## src/rtl/cla_adder.sv

```systemverilog
// -----------------------------------------------------------------------------
// cla_adder -- N-bit unsigned carry-lookahead adder with registered outputs.
//
// Computes {C_out, Sum} = A + B with a carry-in of 0. The result is registered,
// so it appears one clock after the operands are presented. A new add can start
// every cycle, and there is no handshake.
//
// Carry structure:
//   - Bit level:   g = A & B and p = A ^ B.
//   - 4-bit group: internal carries are formed in two-level SOP from g/p and
//                  the group carry-in. Each group exports a group generate (G)
//                  and a group propagate (P).
//   - Tree:        4-way lookahead levels combine G/P upward, then carries are
//                  distributed downward. The tree is as deep as N/4 requires,
//                  so N > 16 adds more levels and never ripples.
//
// Parameters:
//   N      operand/sum width; must be a multiple of 4 and >= 4 (default 16)
//
// Ports:
//   clk    in   1  rising-edge clock
//   rst_n  in   1  asynchronous active-low reset; clears Sum/C_out at once
//   A      in   N  unsigned operand A
//   B      in   N  unsigned operand B
//   Sum    out  N  registered low N bits of A+B
//   C_out  out  1  registered carry out of bit N-1
//
// Build option:
//   CLA_INREG_EN  When defined, A and B are first captured in an input register
//                 (reset to 0). The adder then works on the registered values,
//                 which gives a latency of 2 cycles at the same throughput.
//                 When undefined, the adder works on the ports directly and the
//                 latency is 1 cycle.
// -----------------------------------------------------------------------------
module cla_adder #(
    parameter int N = 16
) (
    input  logic         clk,
    input  logic         rst_n,
    input  logic [N-1:0] A,
    input  logic [N-1:0] B,
    output logic [N-1:0] Sum,
    output logic         C_out
);

    // Number of 4-way levels needed to cover n groups.
    function automatic int clog4(input int n);
        int lv;
        int cov;
        lv  = 0;
        cov = 1;
        while (cov < n) begin
            cov = cov * 4;
            lv  = lv + 1;
        end
        return lv;
    endfunction

    // Carries into the four children of a lookahead node, flattened SOP.
    function automatic logic [3:0] la4(input logic [3:0] g, input logic [3:0] p,
                                       input logic ci);
        logic [3:0] c;
        c[0] = ci;
        c[1] = g[0] | (p[0] & ci);
        c[2] = g[1] | (p[1] & g[0]) | (p[1] & p[0] & ci);
        c[3] = g[2] | (p[2] & g[1]) | (p[2] & p[1] & g[0]) | (p[2] & p[1] & p[0] & ci);
        return c;
    endfunction

    // Generate/propagate of four children combined, returned as {G, P}.
    function automatic logic [1:0] gp4(input logic [3:0] g, input logic [3:0] p);
        logic gg;
        gg = g[3] | (p[3] & g[2]) | (p[3] & p[2] & g[1]) | (p[3] & p[2] & p[1] & g[0]);
        return {gg, &p};
    endfunction

    localparam int NG  = N / 4;            // 4-bit groups
    localparam int LV  = clog4(NG);        // lookahead levels above the groups
    localparam int NGP = 1 << (2 * LV);    // groups padded to a full 4-ary tree

    logic [N-1:0] op_a, op_b;

`ifdef CLA_INREG_EN
    logic [N-1:0] a_q, b_q;

    always_ff @(posedge clk or negedge rst_n) begin
        if (!rst_n) begin
            a_q <= '0;
            b_q <= '0;
        end else begin
            a_q <= A;
            b_q <= B;
        end
    end

    assign op_a = a_q;
    assign op_b = b_q;
`else
    assign op_a = A;
    assign op_b = B;
`endif

    logic [N-1:0]            g, p, c;
    logic [LV:0][NGP-1:0]    lg, lp, lc;   // per-level G, P, carry-in
    logic [N-1:0]            sum_d, sum_q;
    logic                    cout_d, cout_q;

    always_comb begin
        g  = op_a & op_b;
        p  = op_a ^ op_b;
        lg = '0;              // padding groups (G=0, P=0) sit above the MSB group
        lp = '0;
        lc = '0;              // the root carry-in is the adder carry-in, which is 0
        c  = '0;

        for (int k = 0; k < NG; k++)
            {lg[0][k], lp[0][k]} = gp4(g[4*k +: 4], p[4*k +: 4]);

        // Upward pass: build each level's G/P from four nodes of the level below.
        for (int l = 1; l <= LV; l++)
            for (int j = 0; j < (NGP >> (2 * l)); j++)
                {lg[l][j], lp[l][j]} = gp4(lg[l-1][4*j +: 4], lp[l-1][4*j +: 4]);

        // Downward pass: each node's carry-in fans out to its four children.
        for (int l = LV; l >= 1; l--)
            for (int j = 0; j < (NGP >> (2 * l)); j++)
                lc[l-1][4*j +: 4] = la4(lg[l-1][4*j +: 4], lp[l-1][4*j +: 4], lc[l][j]);

        for (int k = 0; k < NG; k++)
            c[4*k +: 4] = la4(g[4*k +: 4], p[4*k +: 4], lc[0][k]);

        sum_d  = p ^ c;
        cout_d = lg[0][NG-1] | (lp[0][NG-1] & lc[0][NG-1]);
    end

    always_ff @(posedge clk or negedge rst_n) begin
        if (!rst_n) begin
            sum_q  <= '0;
            cout_q <= 1'b0;
        end else begin
            sum_q  <= sum_d;
            cout_q <= cout_d;
        end
    end

    assign Sum   = sum_q;
    assign C_out = cout_q;

endmodule

```

## config.mk

```make
export PLATFORM = sky130hd
export DESIGN_NAME = cla_adder
export DESIGN_NICKNAME = d
export VERILOG_FILES = /design/src/rtl/cla_adder.sv
export SDC_FILE = /design/constraint.sdc
export NUM_CORES = 1
export LEC_CHECK = 0
export ABC_AREA = 1
export CELL_PAD_IN_SITES_DETAIL_PLACEMENT = 1
export CELL_PAD_IN_SITES_GLOBAL_PLACEMENT = 2
export CORE_MARGIN = 10
export CORE_UTILIZATION = 24
export DETAILED_ROUTE_END_ITERATION = 16
export HOLD_SLACK_MARGIN = 0.06
export PLACE_DENSITY_LB_ADDON = 0.25
export RECOVER_POWER = 50
export SLEW_MARGIN = 20
export SYNTH_ARGS = -nofsm -noshare
export SYNTH_HDL_FRONTEND = slang
export SYNTH_SLANG_ARGS = --single-unit
export TNS_END_PERCENT = 5
```

## constraint.sdc

```tcl
create_clock -name clk -period 1 [get_ports clk]
set_input_delay 0.2 -clock clk [delete_from_list [all_inputs] [get_ports clk]]
set_output_delay 0.2 -clock clk [all_outputs]
set_load 0.03 [all_outputs]
```

* Word level (Yosys, flattened, before mapping)
Cells that the tools add are included.
** Word-level totals
- Bits in registers :: 17
- Logic and storage cells :: 101
** Cells by class
- Bitwise gates (word level) :: 96
- Reductions and logical operators :: 3
** Operator list (number)
- 1-bit bitwise AND :: 56
- 1-bit bitwise OR :: 37
- 16-bit XOR :: 2
- 16-bit bitwise AND :: 1
- 4-bit AND reduction :: 3

* Logic depth before layout (Yosys ltp)
Gate-level depths: netlist of run 1.
- Depth after elaboration :: 11
- Gate-level depth with buffers :: 11
- Mapped depth without buffers :: 11

* Worst setup path after synthesis of run 1
Ideal clock, no wire load.
- Kind :: in2reg
- Start :: input A[3]
- End :: register sum_q[13] (netlist: Sum[13])
- Arrival time :: 1.556 ns
- Required time :: 0.876 ns
- Path slack :: -0.680 ns
- Cell stages on the path :: 8
- Buffers on the path :: 0
- Cell sequence :: ha_1 > or2_0 > nand2_1 > nand2_2 > nand2_1 > nand3_2 > fa_1 > xor2_1
** Between the ends
- Cells in the longest elaborated chain, start to end :: 10
- Elaborated cells on any way between the ends :: 15
- Classes of those cells :: bitwise (15)
** RTL lines
- start, declared :: line 40 : input logic [N-1:0] A,
- 16-bit XOR :: line 110 : p = op_a ^ op_b;
- 1-bit bitwise AND :: line 73 : gg = g[3] | (p[3] & g[2]) | (p[3] & p[2] & g[1]) | (p[3] & p[2] & p[1] & g[0]);
- 1-bit bitwise OR / 1-bit bitwise AND (equally long branches) (2 in a row) :: line 73
- 1-bit bitwise OR (*) :: line 73
- 1-bit bitwise AND (*) :: line 66 : c[3] = g[2] | (p[2] & g[1]) | (p[2] & p[1] & g[0]) | (p[2] & p[1] & p[0] & ci);
- 1-bit bitwise OR (*) :: line 66
- 1-bit bitwise AND (*) :: line 64 : c[1] = g[0] | (p[0] & ci);
- 1-bit bitwise OR (*) :: line 64
- 16-bit XOR (*) :: line 132 : sum_d = p ^ c;
- net sum_d[13] :: line 105 : logic [N-1:0] sum_d, sum_q;
- end signal, assigned :: line 141 : sum_q <= sum_d;
- end, declared :: line 105
Mark *: on every way through the listed nets, which the timed path passes. The rest lies on a longest branch.

* Worst setup path after layout of run 1
- Start :: input A[4]
- End :: register sum_q[12] (netlist: Sum[12])
** Between the ends
- Cells in the longest elaborated chain, start to end :: 7
- Elaborated cells on any way between the ends :: 11
- Classes of those cells :: bitwise (10); reduce/logical (1)
** RTL lines
- 16-bit bitwise AND :: line 109 : g = op_a & op_b;
- 1-bit bitwise AND :: line 73
- 1-bit bitwise OR :: line 73
- 1-bit bitwise AND :: line 66
- 1-bit bitwise OR :: line 66
- 1-bit bitwise OR (*) :: line 66
- 16-bit XOR (*) :: line 132
- net sum_d[12] :: line 105
Marked as above.

==> impl_metrics.tcl, run 1 <==
set metrics [dict create \
    io-pin-count 51 \
    fp.dieW_um 88.6 \
    setup_total_negative_slack_ns -3.80 \
    h-tree-depth 1 \
    drive_gt1_frac 0.588 \
    core_area_mm2 0.00444 \
    max_cap_viol_count 0 \
    cp-end-kind "register" \
    violations_in_the_final_reports "setup timing" \
    worstPathRequired_ns 1.13 \
    power.leakage_nw 1.11 \
    clkSlewWorstSetupHoldPaths_ns 0.07 \
    ys_dominant_reg_cell "dfrtp_1" \
    postSynth.asyncResetShare 1.00 \
    antenna_cells_inserted 0 \
    synth.most_common_cell "nand2_1" \
    grt_usage 0.103 \
    synthCells 131 \
    hold-path-cell-count 2 \
    fillers 492 \
    period_needed_ns 1.40 \
    design.final.nets 271 \
    synth_area_mm2 0.00113 \
    grt_pass1_vias 1420 \
    synth.avg_cell_area_um2 8.62 \
    timing.setup.critical_path_class "primary input to register" \
    slew_viol_final 0 \
    grt_max_degree 18 \
    setup.worst_path.start "A[4]" \
    setup.worst_path.start_class "primary input" \
    peak_supply_drop_mv 0.406 \
    gpl.final_weighted_congestion 0.769 \
    drt_pass1_iterations 2 \
    route.detailed.drc 0 \
    synth_edf_count 0 \
    synth_commonest_cells "nand2_1 (41), dfrtp_1 (17), inv_1 (17)" \
    fin_ws_ns -0.400 \
    post_layout_nonfiller_instances 268 \
    place_inst 256 \
    num_rows 24 \
    synth_cell_types 14 \
    hold_path_class "primary input to register" \
    relSlewSlack 0.685 \
    port_buffers 50 \
    ys_ff_latch 17 \
    cts_root_buffer "clkbuf_8" \
    postRouteWirelength_mm 3.79 \
    die_area_mm2 0.00785 \
    initial_utilization 0.254 \
    worstPathMaxFanout 2 \
    antenna_found_initial 0 \
    worstMarginPinSlew_ns 0.472 \
    number_of_sinks_handled_by_clock_tree_synthesis 17 \
    cts-root-to-sink-buffers 2 \
    cts_tree "built" \
    min_period_over_period 1.40 \
    post-synth-top-area-cell "dfrtp_1" \
    holdPathEnd "Sum[0]$_DFF_PN0_" \
    grt_first_pass_wirelength_mm 6.34 \
    first_iter_violations 31 \
    tritoncts_buffers 3 \
    remaining_overflow_grt 0 \
    setup_viol 14 \
    synthToLayoutAreaGrowth_pct 96.8 \
    hold_path.startpoint "A[0]" \
    grt_setup_unrepaired "true" \
    arrival_ns 1.53 \
    routed-via-count 1198 \
    synth_top_cell_area_share 0.377 \
    finalHoldViolCount 0 \
    hold_buffers 0 \
    ys_seq_area_frac 0.377 \
    detail_route.vias_per_cell 4.47 \
    outcome "finished with violations" \
    postLayoutCoreUtil 0.500 \
    fp.dieH_um 88.6 \
    fmax_ghz 0.714 \
    synth.area.top_cells "dfrtp_1 (38%), ha_1 (18%), nand2_1 (14%)" \
    power.density_mw_per_mm2 1280 \
    yosysWarnings 0 \
    wl_per_cell_um 14.1 \
    synth_fp_nets 185 \
    detailedPlacementHpwl_mm 3.09 \
    antenna_violating_nets_post_route 0 \
]
[area by class of cell]
class,count,area (um2),area share
multi-input combinational,97,887,0.399
timing repair buffer,81,733,0.330
sequential,17,425,0.192
tap,52,65.1,0.0293
inverter,17,63.8,0.0287
clock buffer,3,41.3,0.0186
clock inverter,1,5.00,0.00225
[power by group]
part           switching [W]  total, W  internal [W]
Clock               0.000250  0.000527      0.000277
Sequential         0.0000687  0.000884      0.000815
Combinational       0.000715   0.00144      0.000725
Total                0.00103   0.00285       0.00182
[timing repair]
item,CTS,global route
resized for setup,126,23
setup endpoints to repair,22,31
pin swaps,38,11
setup buffers,8,0
hold endpoints to repair,0,0
[metrics by stage]
step | setup slack [ns] | hold WS (ns) | cell area, um2 | total power [W]
final | -0.400 | 0.202 | 2220 | 0.00285
after global routing | -0.464 | 0.191 | 2220 | 0.00305
after CTS | -0.414 | 0.277 | 2170 | 0.00281
after detailed placement | -1.10 | 0.561 | 1920 | 0.00212
after global placement | -1.06 | 0.557 | 1920 | 0.00208
after floorplan | -0.554 | -0.0956 | 1170 | 0.00145
[cells by family after synthesis]
family / after synthesis / share of synthesized area
AOI/OAI and AO/OA: 5 / 0.0222
xor gates and xnor gates: 6 / 0.0466
adders and majority gates: 20 / 0.248
buffers and inverters: 17 / 0.0565
DFF: 17 / 0.377
and+or+nand+nor: 66 / 0.249
[per-layer routing]
metal  vias up  part of all wire  global-route usage
li1        583                 -                   -
met1       576              0.36               0.101
met2        33              0.56               0.196
met3         6             0.065              0.0267
met4         0             0.020              0.0499
met5         -                 0                   0
[placed cells by master (no fill, tap or decap), types with 2 or more instances in the layout]
cell             count
clkbuf_2             3
buf_6               18
nand3_2              2
ha_4                10
clkdlybuf4s15_2      8
inv_2                5
nor2_1               7
xor2_1               6
nand2_4              3
nand3_1              7
ha_1                 5
nand2_2             20
nand2_1             21
dfrtp_1             17
clkbuf_8             3
buf_2               11
buf_4               28
buf_12               3
a21oi_2              3
nor2_2               2
inv_1               12
fa_2                 4
clkdlybuf4s50_1      8
[critical path, stage by stage]
cell and delay (ns):
clkdlybuf4s15_2 0.21, ha_4 0.26, nand2_2 0.05, inv_2 0.08
nand2_2 0.06, nor2_2 0.11, nand2_2 0.06, nand3_2 0.08
fa_2 0.42
[sequential cells by signal, indices dropped and copies added (netlist names)]
| signal | cells |
|---|---|
| C_out | 1 |
| Sum | 16 |
[worst max path at each step]
stage	cells past startpoint	to	slack, ns
6_report	9	Sum[12]$_DFF_PN0_	-0.40
5_1_grt	9	Sum[13]$_DFF_PN0_	-0.46
4_1_cts	9	Sum[13]$_DFF_PN0_	-0.41
3_5_place_dp	9	Sum[13]$_DFF_PN0_	-1.10
3_3_place_gp	9	Sum[13]$_DFF_PN0_	-1.06
2_1_floorplan	8	Sum[13]$_DFF_PN0_	-0.55
No activity file was read; power rests on OpenSTA's default activity.
==> run 2, diff against run 1 <==
--- a/config.mk
+++ b/config.mk
@@ -11,9 +11,10 @@
 export CORE_MARGIN = 10
 export CORE_UTILIZATION = 24
 export DETAILED_ROUTE_END_ITERATION = 16
+export GPL_ROUTABILITY_DRIVEN = 1
 export HOLD_SLACK_MARGIN = 0.06
 export PLACE_DENSITY_LB_ADDON = 0.25
-export RECOVER_POWER = 50
+export RECOVER_POWER = 25
 export SLEW_MARGIN = 20
 export SYNTH_ARGS = -nofsm -noshare
 export SYNTH_HDL_FRONTEND = slang
==> results of run 2 <==
The final DEF is identical to that of run 1; final timing and power are the same.
